--- src/rtl/clock_time_core.sv ---
// rtl/clock_time_core.sv - timekeeping, adjust and alarm datapath driven by the mode code
module clock_time_core #(
  parameter int TIMEOUT_S   = 60,
  parameter int ALARM_H_RST = 6,
  parameter int ALARM_M_RST = 0
) (
  input  logic       clk,
  input  logic       reset,
  input  logic       tick_1hz,
  input  logic [1:0] moDe,
  input  logic       up,
  input  logic       campo,
  input  logic       apagar,
  output logic [4:0] hora,
  output logic [5:0] minuto,
  output logic [5:0] segundo,
  output logic [4:0] alarma_hora,
  output logic [5:0] alarma_min,
  output logic       sonar,
  output logic       show_alarm
);

  localparam logic [1:0] MODE_SET_TIME  = 2'd1;
  localparam logic [1:0] MODE_SET_ALARM = 2'd2;
  localparam logic [1:0] MODE_ARMED     = 2'd3;

  localparam logic [4:0] ALARM_H_INIT = 5'(ALARM_H_RST);
  localparam logic [5:0] ALARM_M_INIT = 6'(ALARM_M_RST);
  localparam logic [5:0] BUZZ_LAST    = 6'(TIMEOUT_S - 1);

  logic       up_q;
  logic [1:0] mode_q;
  logic [5:0] buzz_cnt;

  logic       up_pulse;
  logic       trigger;
  logic       sonar_clear;
  logic [5:0] min_inc;
  logic [4:0] hour_inc;
  logic [5:0] amin_inc;
  logic [4:0] ahour_inc;
  logic [5:0] sec_next;
  logic [5:0] min_next;
  logic [4:0] hour_next;

  // Wrapping increments and the time as it will read after a counting tick
  always_comb begin
    up_pulse    = up & ~up_q;
    min_inc     = (minuto == 6'd59) ? 6'd0 : minuto + 6'd1;
    hour_inc    = (hora == 5'd23) ? 5'd0 : hora + 5'd1;
    amin_inc    = (alarma_min == 6'd59) ? 6'd0 : alarma_min + 6'd1;
    ahour_inc   = (alarma_hora == 5'd23) ? 5'd0 : alarma_hora + 5'd1;
    sec_next    = (segundo == 6'd59) ? 6'd0 : segundo + 6'd1;
    min_next    = (segundo == 6'd59) ? min_inc : minuto;
    hour_next   = (segundo == 6'd59 && minuto == 6'd59) ? hour_inc : hora;
    // Only the tick that lands exactly on hh:mm:00 fires, so arming mid-minute stays quiet
    trigger     = (moDe == MODE_ARMED) && tick_1hz &&
                  (hour_next == alarma_hora) && (min_next == alarma_min) && (sec_next == 6'd0);
    sonar_clear = apagar || (moDe != MODE_ARMED);
  end

  // Running time: frozen and hand-adjusted in SET_TIME, counting on ticks otherwise
  always_ff @(posedge clk) begin
    if (reset) begin
      hora    <= 5'd0;
      minuto  <= 6'd0;
      segundo <= 6'd0;
    end else if (moDe == MODE_SET_TIME) begin
      if (mode_q != MODE_SET_TIME) begin
        segundo <= 6'd0;
      end
      if (up_pulse) begin
        if (campo) begin
          hora <= hour_inc;
        end else begin
          minuto <= min_inc;
        end
      end
    end else if (tick_1hz) begin
      hora    <= hour_next;
      minuto  <= min_next;
      segundo <= sec_next;
    end
  end

  // Alarm set-point, adjusted only in SET_ALARM
  always_ff @(posedge clk) begin
    if (reset) begin
      alarma_hora <= ALARM_H_INIT;
      alarma_min  <= ALARM_M_INIT;
    end else if (moDe == MODE_SET_ALARM && up_pulse) begin
      if (campo) begin
        alarma_hora <= ahour_inc;
      end else begin
        alarma_min <= amin_inc;
      end
    end
  end

  // Edge-detect history, mode history and the registered display select
  always_ff @(posedge clk) begin
    if (reset) begin
      up_q       <= 1'b0;
      mode_q     <= 2'd0;
      show_alarm <= 1'b0;
    end else begin
      up_q       <= up;
      mode_q     <= moDe;
      show_alarm <= (moDe == MODE_SET_ALARM);
    end
  end

  // Buzzer request: acknowledge or leaving ARMED wins over a fresh trigger
  always_ff @(posedge clk) begin
    if (reset) begin
      sonar    <= 1'b0;
      buzz_cnt <= 6'd0;
    end else if (sonar_clear) begin
      sonar <= 1'b0;
    end else if (trigger) begin
      sonar    <= 1'b1;
      buzz_cnt <= 6'd0;
    end else if (sonar && tick_1hz) begin
      if (buzz_cnt == BUZZ_LAST) begin
        sonar <= 1'b0;
      end else begin
        buzz_cnt <= buzz_cnt + 6'd1;
      end
    end
  end

endmodule

--- config.mk ---
export PLATFORM = sky130hd
export DESIGN_NAME = clock_time_core
export DESIGN_NICKNAME = d
export VERILOG_FILES = /design/src/rtl/clock_time_core.sv
export SDC_FILE = /design/constraint.sdc
export NUM_CORES = 1
export LEC_CHECK = 0
export CORE_UTILIZATION = 54
export DETAILED_ROUTE_END_ITERATION = 6
export GPL_TIMING_DRIVEN = 0
export PLACE_DENSITY_LB_ADDON = 0.2
export REMOVE_ABC_BUFFERS = 1
export SKIP_LAST_GASP = 1
export SLEW_MARGIN = 20
export SYNTH_ARGS = -nofsm -noshare
export SYNTH_HDL_FRONTEND = slang
export SYNTH_SLANG_ARGS = --single-unit
--- constraint.sdc ---
create_clock -name clk -period 3.6 [get_ports clk]
set_clock_uncertainty 0.1 [all_clocks]
set_input_delay 0.72 -clock clk [delete_from_list [all_inputs] [get_ports clk]]
set_output_delay 0.72 -clock clk [all_outputs]
set_load 0.01 [all_outputs]
; ---- Word level (Yosys, flattened, before mapping)
; Cells that the tools add are included.
[totals]
regBits = 39
in_bits = 8
output_inout_bits = 30
wordCells = 82
[classes]
n_addsub = 6
eq_ne = 18
n_mux = 24
bitwise = 4
n_reduce_logical = 20
[op_table]
columns = op, count
row1 = 2-to-1 mux 6 bit, 14
row2 = 2-to-1 mux 5 bit, 7
row3 = "adder 6 x 1 -> 6 bit, second input constant", 4
row4 = "equality test 6 bit, second input constant", 4
row5 = "adder 5 x 1 -> 5 bit, second input constant", 2
row6 = "equality test 5 bit, second input constant", 2
row7 = "!= test 2 bit, second input constant", 5
row8 = AND reduction 3 bit, 3
row9 = AND reduction 2 bit, 4
row10 = logical AND 1 bit, 7
row11 = equality test 6 bit, 1
row12 = zero test 6 bit, 1
row13 = nonzero test 2 bit, 3
row14 = equality test 5 bit, 1
row15 = "equality test 2 bit, second input constant", 2
row16 = "!= test 2 x 1 -> 1 bit, second input constant", 2
row17 = 2-to-1 mux 1 bit, 3
row18 = NOT 1 bit, 3
row19 = "equality test 2 x 1 -> 1 bit, second input constant", 1
row20 = OR reduction 2 bit, 1
row21 = AND 1 bit, 1
row22 = logical OR 1 bit, 1

; ---- Logic depth before layout (Yosys ltp)
[logic_depth]
depth_word = 9
depth_mapped = 9
depth_no_buf = 8

; ---- Worst setup path after synthesis
; Ideal clock, no wire load.
[synth_timing]
path_kind = reg2reg
start = register minuto[1]
end = register buzz_cnt[0]
setup_time_ns = 0.115
arrival_ns = 2.413
required_ns = 3.385
setup_slack_ns = 0.972
path_stages_with_launch = 10
path_buffers = 1
synth_period_minus_slack_ns = 2.628
cell_sequence = dfxtp_1 > ha_1 > buf_2 > nand4_2 > nor4_4 > a211oi_1 > a311o_1 > a2111oi_4 > a41o_2 > nor2_1
[synth_via]
elab_chain_len = 9
word_cells_on_any_way = 15
cone_classes = 1 x add/sub / 4 x eq/ne / 4 x mux / 6 x reduce/logical
[synth_lines]
columns = item, line_no
row1 = from (decl), 15  ; output logic [5:0] minuto,
row2 = from (signal assigned), 76  ; minuto <= min_inc;
row3 = from (signal assigned), 81  ; minuto <= min_next;
row4 = branches (longest 5 deep; another with adder 6 x 1 -> 6 bit), --
row5 = logical AND 1 bit * (2 in series), 58  ; (hour_next == alarma_hora) && (min_next == alarma_min) && (sec_next == 6'd0);
row6 = != test 2 bit (no line) or nonzero test 2 bit (tied branches), --
row7 = AND reduction 3 bit (no line), --
row8 = to (signal assigned), 127  ; buzz_cnt <= buzz_cnt + 6'd1;
row9 = to (decl), 33  ; logic [5:0] buzz_cnt;
; Mark *: on every way between the ends.
; A chain may end at the register's enable or synchronous reset.

; ---- Final worst setup path
[layout_timing]
start = register segundo[0]
end = register buzz_cnt[1]
[layout_via]
elab_chain_len = 9
word_cells_on_any_way = 16
cone_classes = 1 x add/sub / 4 x eq/ne / 4 x mux / 7 x reduce/logical
[layout_lines]
columns = item, line_no
row1 = from (decl), 16  ; output logic [5:0] segundo,
row2 = from (signal assigned), 82  ; segundo <= sec_next;
row3 = branches (longest 6 deep; another with adder 6 x 1 -> 6 bit), --
row4 = logical AND 1 bit *, 58
row5 = != test 2 bit (no line) or nonzero test 2 bit (tied branches), --
row6 = AND reduction 3 bit (no line), --
; Marks and branches as above.

==> key figures <==
Yosys
  • Avg Inst Size Synth: 8.13 sq um
  • Simple-gate share of the synthesized area: 26.5%
  • FF+latch count, synth: 39
  • Mapped cell area: 2450 sq um
  • Synth Flop Type: dfxtp_1
  • Post-synth EDFFs: 0
  • Fraction of the mapped netlist area in adder cells: 3.58%
  • Post-synthesis xor/xnor area fraction: 8.24%
  • Synth cell types: 58
  • Main combinational cell family by area after synthesis: simple AND/OR/NAND/NOR gates
  • Sequential fraction of the synthesis area: 31.9%
  • Mux share of post-synthesis cell area: 3.27%
  • Ys Warns: 0
  • Synth async-reset ratio: 0%
  • Post-synthesis compound-gate area fraction: 21.0%
  • Mapped Cells: 301

Run
  • Max_cap viols: 0

Clocking
  • Hold_buf cts: 0
  • Root Driver: clkbuf_8
  • Clock Latency Late Sink: 0.29 ns
  • Post_cts resized: 0
  • Setup bufs post-CTS: 0
  • CTS max path bufs: 2
  • H-Tree Depth: 2
  • CTS Sinks: 39
  • CTS tree: built
  • Clock-pin slew on the worst setup and hold paths: 0.08 ns
  • CTS buffer count: 5

Drt
  • Initial DRC Count: 147
  • Final ANT Viol Nets: 0
  • DRC: 0
  • Drt via density: 6.04
  • Via Count: 2291
  • Drt total wl: 5590 um
  • DRT Pass-1 Iters: 4
  • DR WL/cell: 14.8 um

Worst setup path
  • CP arrival: 3.18 ns
  • Worst Path Required: 3.69 ns
  • R2r setup slk: 0.51 ns
  • Reg2Reg Launch Point: segundo[0]$_SDFFE_PP0P_
  • Worst Reg-to-Reg Cells: 8
  • Startpoint class of the critical path: flip-flop
  • Critical Path End Type: flip-flop
  • Crit-path slowest cell: nor2b_1
  • Crit Path Category: reg2reg
  • Crit path buf inv count: 0
  • CP delay by family, top: compound AO/OA/AOI/OAI gates
  • Critical path peak fanout: 8
  • CP Cell Sequence: ha_1, nor2b_1, nand4_4, o211a_1, a311o_1, a2111oi_4, a41o_2, nor2_1
  • Max incr delay on CP: 0.59 ns
  • Critical R2R Capture: buzz_cnt[1]$_SDFFE_PP0P_

Outcome
  • Outcome: finished, final reports clean

Floorplanning
  • IO Pins: 38
  • Initial core utilization: 56.2%
  • Die area: 4800 sq um
  • Die width: 69.3 um
  • Row count: 24
  • Core Region: 4350 sq um
  • Chip height: 69.3 um

Final layout
  • Commonest non-fill, non-tap cell in the layout: nor2_1
  • Ant. Diodes: 0
  • Share of cells above drive strength 1: 5.20%
  • Synthesis-to-finish area growth: 17.6%
  • Most frequent cells in the layout: nor2_1 (40), dfxtp_1 (39), clkdlybuf4s50_1 (37), a21oi_1 (22), nand2_1 (18)
  • NumNets Final: 341

Place
  • DP HPWL: 3950 um
  • GP Congestion: 0.832
  • Worst slack at placement: 0.526 ns
  • # port buffers: 37

Timing
  • Actual slew at the worst max-slew pin: 1.07 ns
  • Final Max Tran Viols: 0
  • Final Hold Fails: 0
  • Relative slew slack: 28.3%
  • Period utilisation layout: 85.7%
  • Post-route minimum period: 3.09 ns
  • PnR worst setup slack: 0.514 ns
  • Maximum clock frequency: 0.324 GHz
  • Final setup fails: 0
  • RSZ-0062 raised after global routing: no
  • Final setup TNS: 0 ns

Power
  • Peak supply drop: 163 uV
  • PwrDens: 277 nW/um^2
  • Lkg Pwr: 1.00 nW

GRT
  • Total GRT Usage: 24.4%
  • Grt ovf: 0
  • Vias in the first global route: 2123
  • Initial antenna violation count: 0
  • First-pass GRT wire length: 9680 um
  • Largest net degree at the start of global routing: 28

Hold path
  • Hold crit path type: reg2reg
  • Hold Crit Depth: 2
  • Min-Delay Endpoint: buzz_cnt[1]$_SDFFE_PP0P_
  • Hold_sp: buzz_cnt[1]$_SDFFE_PP0P_
[area by class of cell]
type                    instances  area, sq um
multi-input cells             231         1530
fillers                       379         1480
flip-flops and latches         39          781
repair buffers                 37          370
clock buffers                   5         68.8
well taps                      52         65.1
inverters                      12         45.0
clock inverters                 3         15.0
[routing by layer]
layer  vias to the layer above  track usage (%)  part of all wire (%)
li1                       1152                -                     -
met1                      1071             31.4                    46
met2                        61             40.5                    48
met3                         7             4.94                   4.5
met4                         0             8.62                   1.4
met5                         -                0                     0
[state kept, by name (all words and copies together) (netlist names)]
| signal | count |
|---|---|
| alarma_hora | 5 |
| alarma_min | 6 |
| buzz_cnt | 6 |
| hora | 5 |
| minuto | 6 |
| mode_q | 2 |
| segundo | 6 |
| show_alarm | 1 |
| sonar | 1 |
| up_q | 1 |
[cells in the mapped netlist, types with 7 or more instances]
cell type / n / area share (%)
nor2_1: 40 / 6.1
dfxtp_1: 39 / 32
a21oi_1: 22 / 4.5
nand2_1: 18 / 2.8
nand3_1: 15 / 3.1
inv_1: 12 / 1.8
xor2_1: 12 / 4.3
xnor2_1: 11 / 3.9
clkbuf_1: 9 / 1.4
mux2i_1: 8 / 3.3
ha_1: 7 / 3.6
nor3_1: 7 / 1.4
[report_power, final]
group          internal [mW]  leakage [nW]  total, mW  switching [mW]
combinational         0.0283         0.639     0.0625          0.0342
clock                  0.133        0.0477      0.288           0.156
sequential             0.437         0.316      0.446         0.00889
[through the flow]
step	util [%]	std cells	total power, mW	cell area [sq um]	hold slack (ns)
final	66.1	379	0.796	2880	0.444
after global routing	66.1	379	0.825	2880	0.483
after CTS	66.1	379	0.802	2880	0.448
after detailed placement	64.1	371	0.518	2790	0.422
after global placement	64.1	371	0.516	2790	0.398
after floorplan	-	282	0.486	2360	0.379
[tightest hold or removal path: stages, from the launching register on]
cell and delay, ns:
dfxtp_1 0.35, mux2i_1 0.07, nor2_1 0.08
[how the worst max path moves through the flow]
| stage | cells past startpoint | startpoint | end |
|---|---|---|---|
| after floorplan | 8 | segundo[0]$_SDFFE_PP0P_ | buzz_cnt[0]$_SDFFE_PP0P_ |
| after global placement | 8 | segundo[0]$_SDFFE_PP0P_ | buzz_cnt[4]$_SDFFE_PP0P_ |
| after detailed placement | 8 | minuto[0]$_SDFFE_PP0P_ | buzz_cnt[3]$_SDFFE_PP0P_ |
| after CTS | 8 | minuto[0]$_SDFFE_PP0P_ | buzz_cnt[4]$_SDFFE_PP0P_ |
| after global routing | 8 | segundo[0]$_SDFFE_PP0P_ | buzz_cnt[0]$_SDFFE_PP0P_ |
| final | 8 | segundo[0]$_SDFFE_PP0P_ | buzz_cnt[1]$_SDFFE_PP0P_ |
[cell families after synthesis]
group,after synthesis
muxes,8
DFF,39
adders and majority gates,7
AOI/OAI and AO/OA,72
xor gates and xnor gates,23
and+or+nand+nor,121
buffers and inverters,31
(Power assumes the default switching activity.)
